===== config.mk =====
export PLATFORM = sky130hd
export DESIGN_NAME = mc_main_fsm
export DESIGN_NICKNAME = d
export VERILOG_FILES = /design/src/rtl/mc_main_fsm.sv
export SDC_FILE = /design/constraint.sdc
export NUM_CORES = 1
export LEC_CHECK = 0
export ABC_CLOCK_PERIOD_IN_PS = 3900
export CORE_AREA = 4 4 52 54
export CTS_CLUSTER_DIAMETER = 40
export DETAILED_ROUTE_END_ITERATION = 16
export DIE_AREA = 0 0 56 58
export PLACE_DENSITY = 0.8
export SYNTH_ARGS = -nofsm -noshare
export SYNTH_HDL_FRONTEND = slang
export SYNTH_SLANG_ARGS = --single-unit

===== constraint.sdc =====
create_clock -name clk -period 3.9 [get_ports clk]
set_input_delay 0.585 -clock clk [delete_from_list [all_inputs] [get_ports clk]]
set_output_delay 0.585 -clock clk [all_outputs]
set_load 0.03 [all_outputs]

===== src/rtl/mc_main_fsm.sv =====
// Main control FSM for the multicycle RV32I core.
// Sequences the shared datapath through fetch, decode and execute steps for
// lw, sw, R-type, I-type ALU, beq and jal, and traps on anything else.
// The state register and the state-decoded control fields are held in one
// registered block. Only the handshake-gated enables are combinational.
module mc_main_fsm (
  input  logic       clk,
  input  logic       reset_n,
  input  logic [6:0] op,
  input  logic       zero,
  input  logic       mem_ready,
  output logic       PCWrite,
  output logic       AdrSrc,
  output logic       MemWrite,
  output logic       IRWrite,
  output logic [1:0] ResultSrc,
  output logic [1:0] ALUSrcA,
  output logic [1:0] ALUSrcB,
  output logic [1:0] ALUOp,
  output logic [1:0] ImmSrc,
  output logic       RegWrite,
  output logic       retire,
  output logic       illegal,
  output logic [3:0] state
);

  localparam logic [6:0] OpLoad   = 7'b0000011;
  localparam logic [6:0] OpStore  = 7'b0100011;
  localparam logic [6:0] OpRType  = 7'b0110011;
  localparam logic [6:0] OpIType  = 7'b0010011;
  localparam logic [6:0] OpBranch = 7'b1100011;
  localparam logic [6:0] OpJal    = 7'b1101111;

  typedef enum logic [3:0] {
    StFetch    = 4'd0,
    StDecode   = 4'd1,
    StMemAdr   = 4'd2,
    StMemRead  = 4'd3,
    StMemWb    = 4'd4,
    StMemWrite = 4'd5,
    StExecuteR = 4'd6,
    StExecuteI = 4'd7,
    StAluWb    = 4'd8,
    StBeq      = 4'd9,
    StJal      = 4'd10,
    StTrap     = 4'd11
  } state_e;

  // Moore control fields decoded from a state. fetch and mem_write double as
  // markers for the enables that are qualified by mem_ready.
  typedef struct packed {
    logic       adr_src;
    logic       mem_write;
    logic [1:0] result_src;
    logic [1:0] alu_src_a;
    logic [1:0] alu_src_b;
    logic [1:0] alu_op;
    logic       reg_write;
    logic       branch;
    logic       pc_update;
    logic       fetch;
    logic       retire;
    logic       illegal;
  } ctrl_t;

  state_e state_q, state_d;
  ctrl_t  ctrl_q;
  logic   pc_update;

  function automatic ctrl_t decode_ctrl(state_e s);
    ctrl_t c;
    c = '0;
    case (s)
      StFetch: begin
        c.alu_src_b  = 2'b10;
        c.result_src = 2'b10;
        c.fetch      = 1'b1;
      end
      StDecode: begin
        // Precompute the branch target from OldPC + ImmExt.
        c.alu_src_a = 2'b01;
        c.alu_src_b = 2'b01;
      end
      StMemAdr: begin
        c.alu_src_a = 2'b10;
        c.alu_src_b = 2'b01;
      end
      StMemRead: begin
        c.adr_src = 1'b1;
      end
      StMemWb: begin
        c.result_src = 2'b01;
        c.reg_write  = 1'b1;
        c.retire     = 1'b1;
      end
      StMemWrite: begin
        // Strobe held through every wait cycle; retire is gated by mem_ready.
        c.adr_src   = 1'b1;
        c.mem_write = 1'b1;
      end
      StExecuteR: begin
        c.alu_src_a = 2'b10;
        c.alu_op    = 2'b10;
      end
      StExecuteI: begin
        c.alu_src_a = 2'b10;
        c.alu_src_b = 2'b01;
        c.alu_op    = 2'b10;
      end
      StAluWb: begin
        c.reg_write = 1'b1;
        c.retire    = 1'b1;
      end
      StBeq: begin
        c.alu_src_a = 2'b10;
        c.alu_op    = 2'b01;
        c.branch    = 1'b1;
        c.retire    = 1'b1;
      end
      StJal: begin
        // Redirect PC to the precomputed target and form OldPC + 4 for ALUWB.
        c.alu_src_a = 2'b01;
        c.alu_src_b = 2'b10;
        c.pc_update = 1'b1;
      end
      StTrap: begin
        c.illegal = 1'b1;
      end
      default: ;
    endcase
    return c;
  endfunction

  // Next-state logic; unreachable encodings fall into TRAP.
  always_comb begin
    state_d = state_q;
    case (state_q)
      StFetch:    if (mem_ready) state_d = StDecode;
      StDecode: begin
        case (op)
          OpLoad, OpStore: state_d = StMemAdr;
          OpRType:         state_d = StExecuteR;
          OpIType:         state_d = StExecuteI;
          OpBranch:        state_d = StBeq;
          OpJal:           state_d = StJal;
          default:         state_d = StTrap;
        endcase
      end
      StMemAdr:   state_d = op[5] ? StMemWrite : StMemRead;
      StMemRead:  if (mem_ready) state_d = StMemWb;
      StMemWrite: if (mem_ready) state_d = StFetch;
      StExecuteR: state_d = StAluWb;
      StExecuteI: state_d = StAluWb;
      StJal:      state_d = StAluWb;
      StMemWb:    state_d = StFetch;
      StAluWb:    state_d = StFetch;
      StBeq:      state_d = StFetch;
      StTrap:     state_d = StTrap;
      default:    state_d = StTrap;
    endcase
  end

  // State register plus registered control fields for the state being entered.
  always_ff @(posedge clk or negedge reset_n) begin
    if (!reset_n) begin
      state_q <= StFetch;
      ctrl_q  <= decode_ctrl(StFetch);
    end else begin
      state_q <= state_d;
      ctrl_q  <= decode_ctrl(state_d);
    end
  end

  // Output drive; reset_n gates the enables so nothing writes while held in reset.
  always_comb begin
    pc_update = ctrl_q.pc_update | (ctrl_q.fetch & mem_ready);
    PCWrite   = reset_n & (pc_update | (ctrl_q.branch & zero));
    IRWrite   = reset_n & ctrl_q.fetch & mem_ready;
    MemWrite  = reset_n & ctrl_q.mem_write;
    RegWrite  = reset_n & ctrl_q.reg_write;
    retire    = reset_n & (ctrl_q.retire | (ctrl_q.mem_write & mem_ready));
    AdrSrc    = ctrl_q.adr_src;
    ResultSrc = ctrl_q.result_src;
    ALUSrcA   = ctrl_q.alu_src_a;
    ALUSrcB   = ctrl_q.alu_src_b;
    ALUOp     = ctrl_q.alu_op;
    illegal   = ctrl_q.illegal;
    state     = state_q;
  end

  // Immediate format straight from the opcode, independent of state.
  always_comb begin
    case (op)
      OpStore:  ImmSrc = 2'b01;
      OpBranch: ImmSrc = 2'b10;
      OpJal:    ImmSrc = 2'b11;
      default:  ImmSrc = 2'b00;
    endcase
  end

endmodule

==> out/results.txt <==
outcome = completed
Buf/Inv on CP = 2
number of synthesized register bits = 20
Setup violations, final = 0
Global Route Usage Sum = 0.139
pin slew with the least headroom to its limit = 673 ps
syn avg cell area = 10.3 um2
number of port buffers = 31
setup bufs post-CTS = 0
CTS tree = done
Worst slew margin = 0.551
CP delay by family, top = buffers and inverters
clock-pin slew on the worst setup and hold paths = 100 ps
antenna cell count = 0
row cnt = 17
clk sink count = 20
syn nets = 113
Routability Congestion = 0.798
cts bufs inserted = 3
die width = 56 um
post-DP HPWL = 1650 um
global-route wire length before repair = 3570 um
total number of vias = 831
CP Max Fanout = 4
Remaining DRCs = 0
Layout Cells excl Fill = 156
max-cap viol count = 0
Vias/cell = 5.33
IO Pins = 32
initial antenna violation count = 0
final WL = 2140 um
clock buffer depth = 2
Post-CTS Hold Fix Bufs = 0
Lkg Pwr = 0.606 nW
critical path required time = 3310 ps
CTS resizes = 0
Nets = 140
Post-Syn Instances = 102
core footprint = 2210 um2
Worst setup EP type = output port
crit-path max cell delay = 670 ps
final period utilization = 0.724
Worst EP arrival = 2240 ps
global route total overflow = 0
H-tree depth = 1
Final Hold Viols = 0
layout cell share with drive strength beyond 1 = 0.164
drt pass-1 iters = 4
post-synthesis sequential area ratio = 0.480
f_max = 0.354 GHz
slowest cell on the critical path = clkdlybuf4s50_1
CP dominant cell by count = clkdlybuf4s50_1
clock root buffer = clkbuf_4
area of the die = 3250 um2
Ys Warns = 0
max-slew violations = 0
Startpoint Class = input port
post-synth cell types = 38
synth-to-layout area growth = 31.9%
Placed Cells = 152
largest net degree at the start of global routing = 26
worst min path class = in2async
minimum clock period = 2830 ps
clk_lat worst skew = 290 ps
Fill cells = 189
Peak VDD IR = 0.639 mV
DR WL/cell = 13.7 um
Antenna Nets Post-Route = 0
Initial Utilization = 0.475
clk_skew = 1.39 ps
detailed router's first-iteration violation count = 5
RSZ-0062 raised after global routing = false
multi-input combinational cell area = 449 um2
crit path kind = in2out
critical path, cell by cell = clkdlybuf4s50_1, nor3_2, nor2b_1, nor2_1, clkdlybuf4s50_1
pwr dens = 838 nW/um2
vias in the first global route = 833
Register Area = 504 um2
die height = 58 um
synthesized area = 1050 um2
setup TNS = 0 ps
## worst register-to-register path, delay by kind of cell, from the launching register on
kind,cells,cell delay (ps)
AND/OR/NAND/NOR,2,490
AO/OA/AOI/OAI,3,900
flip-flops,1,520
## final cells by class
type                       count  area share
clock buffer                   3      0.0163
multi-input combinational     65       0.324
inverter                       7      0.0190
clock inverter                 1      0.0217
sequential                    20       0.364
tap                           28      0.0253
timing repair buffer          32       0.229
## registers in the layout (all words and copies together) (netlist names)
| register | flops |
|---|---|
| ALUSrcA | 2 |
| ctrl_q | 6 |
| state | 4 |
| ALUSrcB | 2 |
| AdrSrc | 1 |
| ALUOp | 2 |
| illegal | 1 |
| ResultSrc | 2 |
## power by group
part / internal [mW] / switching [mW] / total [mW]
Sequential: 0.289 / 0.0661 / 0.355
Clock: 0.104 / 0.0582 / 0.162
Combinational: 0.264 / 0.380 / 0.643
Total: 0.656 / 0.504 / 1.16
## cells by family after synthesis
kind of cell	share of synthesized area
buffers and inverters	0.0918
AOI/OAI and AO/OA	0.159
muxes	0.0107
adders and majority gates	0.0107
and+or+nand+nor	0.240
xor gates and xnor gates	0.00834
DFF	0.480
## placed cells by master, fill, tap and decap left out, types with 2 or more instances in the layout
cell type / n
nor2b_1: 5
dfrtp_1: 17
or3_1: 2
nor3_1: 4
and2_1: 3
clkbuf_4: 3
nand2_1: 7
a21oi_1: 5
clkdlybuf4s50_1: 31
o21ai_0: 2
nor2_1: 9
and3_1: 3
dfstp_2: 3
inv_1: 6
nand3_1: 3
## synth_stat cells (all sizes together)
cell     n  area share
o311a    1      0.0095
nand3    3       0.014
nor3     5       0.029
inv      7       0.025
o41ai    1       0.015
o21ai    3       0.014
o22ai    1      0.0060
nand4b   1       0.014
xor2     1      0.0083
mux2     1       0.011
o211a    1       0.017
a21oi    6       0.032
nand4    1      0.0060
nand2    7       0.025
a32oi    1       0.015
buf     10       0.067
nor2     9       0.032
a31oi    1      0.0060
dfstp    3       0.075
nor4b    1       0.023
o211ai   2       0.019
or3      2       0.012
and2     3       0.018
o311ai   1       0.015
dfrtp   17        0.41
and3     3       0.018
a221oi   1      0.0083
nor2b    5       0.030
nor3b    1      0.0072
or2      2       0.012
maj3     1       0.011
## worst paths after layout
check | from | cells after the start | slack (ps) | to
worst max-delay path | op[2] | 5 | 1070 | ImmSrc[0]
worst min-delay path | reset_n | 2 | 620 | ALUSrcA[0]
worst max register to register | state[3] | 5 | 1920 | ALUSrcA[0]
worst min register to register | state[0] | 2 | 720 | ResultSrc[0]
max in group asynchronous | reset_n | 2 | 3020 | ctrl_q[2]
min in group clk | state[0] | 2 | 720 | ResultSrc[0]
## through the flow
step	util	worst slack (ps)	hold WS, ps	instance area, um2	total power [mW]
after floorplan	-	1790	289	1050	0.821
after detailed placement	0.602	1090	688	1330	1.00
after global routing	0.626	1010	605	1390	1.24
after CTS	0.626	1080	617	1390	1.17
final	0.626	1070	617	1390	1.16
after global placement	0.602	1130	677	1330	0.987
## per-layer routing
layer  global-route usage  wire length [um]  up-vias  share of wire
met1                0.165               890      396           0.42
met4               0.0508                47        0          0.022
met2                0.230              1050       27           0.49
met3               0.0512               148        6          0.069
met5                    0                 0        -              0
li1                     -                 -      402              -
No activity file was read; power rests on OpenSTA's default activity.
==> RTL edit: new RTL, same flow settings <==
Reset style: synchronous (`reset_n`), changed in one clocked block.
--- a/src/rtl/mc_main_fsm.sv
+++ b/src/rtl/mc_main_fsm.sv
@@ -162,5 +162,5 @@
 
   // State register plus registered control fields for the state being entered.
-  always_ff @(posedge clk or negedge reset_n) begin
+  always_ff @(posedge clk) begin
     if (!reset_n) begin
       state_q <= StFetch;
Behaviour: differs if reset_n is asserted again (counterexample within 4 cycles, from zero or initial values and one cycle with reset_n low); with reset_n held inactive, the same outputs for 10 cycles.
==> RTL edit against the original RTL <==
  * Critical path depth up 1
  * Area after synthesis down 2.5%
  * Largest cell class is now multi-input gates
  * Hold slack better by 0.21 ns
  * Routed wire length up 4.6%
  * Sequential cell count unchanged
  * Critical endpoint unchanged
  * Critical path type unchanged
  * Final area down 3.9%
  * Worst setup slack worse by 0.35 ns
  * Highest routed layer unchanged
  * Total power down 30%
==> RTL edit: results (changes against the original RTL) <==
[synthesis]
async_flop_share_pct=0  ; -100 points
synth_nets=124  ; +9.7%
ys.flop_type=dfxtp_1
ys_seq_area_share_pct=39.12  ; -8.9 points
yosys.cell_types.count=42  ; +11%
synth_area_leaders=dfxtp_1 39%, buf_4 6.6%, nor2b_1 4.3%, and2_1 3.7%, nor2_1 3.3%
synth_common_cells=20 x dfxtp_1, 9 x buf_4, 9 x nor2_1

[power_and_ir_drop]
leakagePower_nw=0.5057  ; -17%
ir_drop_mv=0.4024  ; -37%

[grt]
grtUsageMet1_pct=16.33  ; -0.18 points
met3_usage_pct=4.677  ; -0.45 points
grt_pass1_wl_um=3519  ; -1.3%
grt_use_total_pct=13.73  ; -0.12 points
use_met2_pct=23.54  ; +0.50 points
grt_max_degree=19  ; -27%
grt_pass1_vias=756  ; -9.2%

[clock_tree]
clock_latency_ns=0.31  ; +0.02 ns
root_buffer=clkbuf_4

[layout]
multi_input_area_um2=518.0  ; +15%
register_area_um2=400.4  ; -21%
final_layout_size_suffix_gt1_share_pct=10.45  ; -6.0 points
nNetsFinal=146  ; +4.3%
fill_cells=191  ; +1.1%
area_share_nonclk_buffers_pct=23.31  ; +0.36 points
nNonClkInverters=4  ; -3
buffers=31  ; -3.1%

[placed_design]
dpl.hpwl_um=1662  ; +0.82%
place.gp.congestion=0.8159  ; +2.2%

[run_status]
status=completed

[sta]
tightest_slew_ns=0.5279  ; -0.1447 ns

[drt]
drt-initial-drc-count=27  ; +22
m1WireLength_um=982  ; +10%
wl_met3_um=146  ; -1.4%
wl_met2_um=1078  ; +2.7%
vias_per_cell=5.389  ; +1.2%
wire_per_inst_um=13.80  ; +0.76%

[setup_path]
crit_path_max_fanout=3  ; -1
arrival_ns=2.59  ; +0.35 ns

[hold_path]
hp-class=reg2reg

[RTL edit: final timing paths]
kind                            slack (ns)                    end  depth (start not counted)
worst max-delay path                  0.73              ImmSrc[0]                          6
worst min register to register        0.82  ctrl_q[14]$_SDFF_PN0_                          2
worst min-delay path                  0.82  ctrl_q[14]$_SDFF_PN0_                          2
worst max register to register        1.85  ALUSrcA[0]$_SDFF_PN0_                          6
[RTL edit: kinds of logic after synthesis]
family / Yosys count / share of synthesized area (%)
AO/OA/AOI/OAI: 27 / 19.93
XOR/XNOR: 2 / 1.712
buffers and inverters: 18 / 10.27
flip-flops: 20 / 39.12
AND/OR/NAND/NOR: 46 / 28.97
[RTL edit: worst max-delay path, cell delays in order]
cell	delay (ns)
clkdlybuf4s50_1	0.47
and4bb_2	0.34
nor2b_1	0.23
a31oi_1	0.11
nor3_1	0.16
clkdlybuf4s50_1	0.70
[RTL edit: metrics by stage]
| step | power, W | instances | area [um^2] | setup WS (ns) | hold WS [ns] |
|---|---|---|---|---|---|
| 5_1_grt | 0.0008504 | 162 | 1331 | 0.6727 | 0.8577 |
| 4_1_cts | 0.0008089 | 162 | 1331 | 0.7380 | 0.8270 |
| 6_report | 0.0008077 | 162 | 1331 | 0.7282 | 0.8221 |
| 2_1_floorplan | 0.0005555 | 113 | 1023 | 1.514 | 0.7721 |
| 3_5_place_dp | 0.0006401 | 158 | 1279 | 0.7462 | 0.8164 |
| 3_3_place_gp | 0.0006366 | 158 | 1279 | 0.8316 | 0.8204 |
[RTL edit: where the power goes]
part / switching, W / total [W] / internal [W] / leakage (nW)
logic: 0.000207 / 0.000363 / 0.000157 / 0.314
registers: 0.0000309 / 0.000277 / 0.000246 / 0.164
clock network: 0.0000631 / 0.000167 / 0.000104 / 0.0279
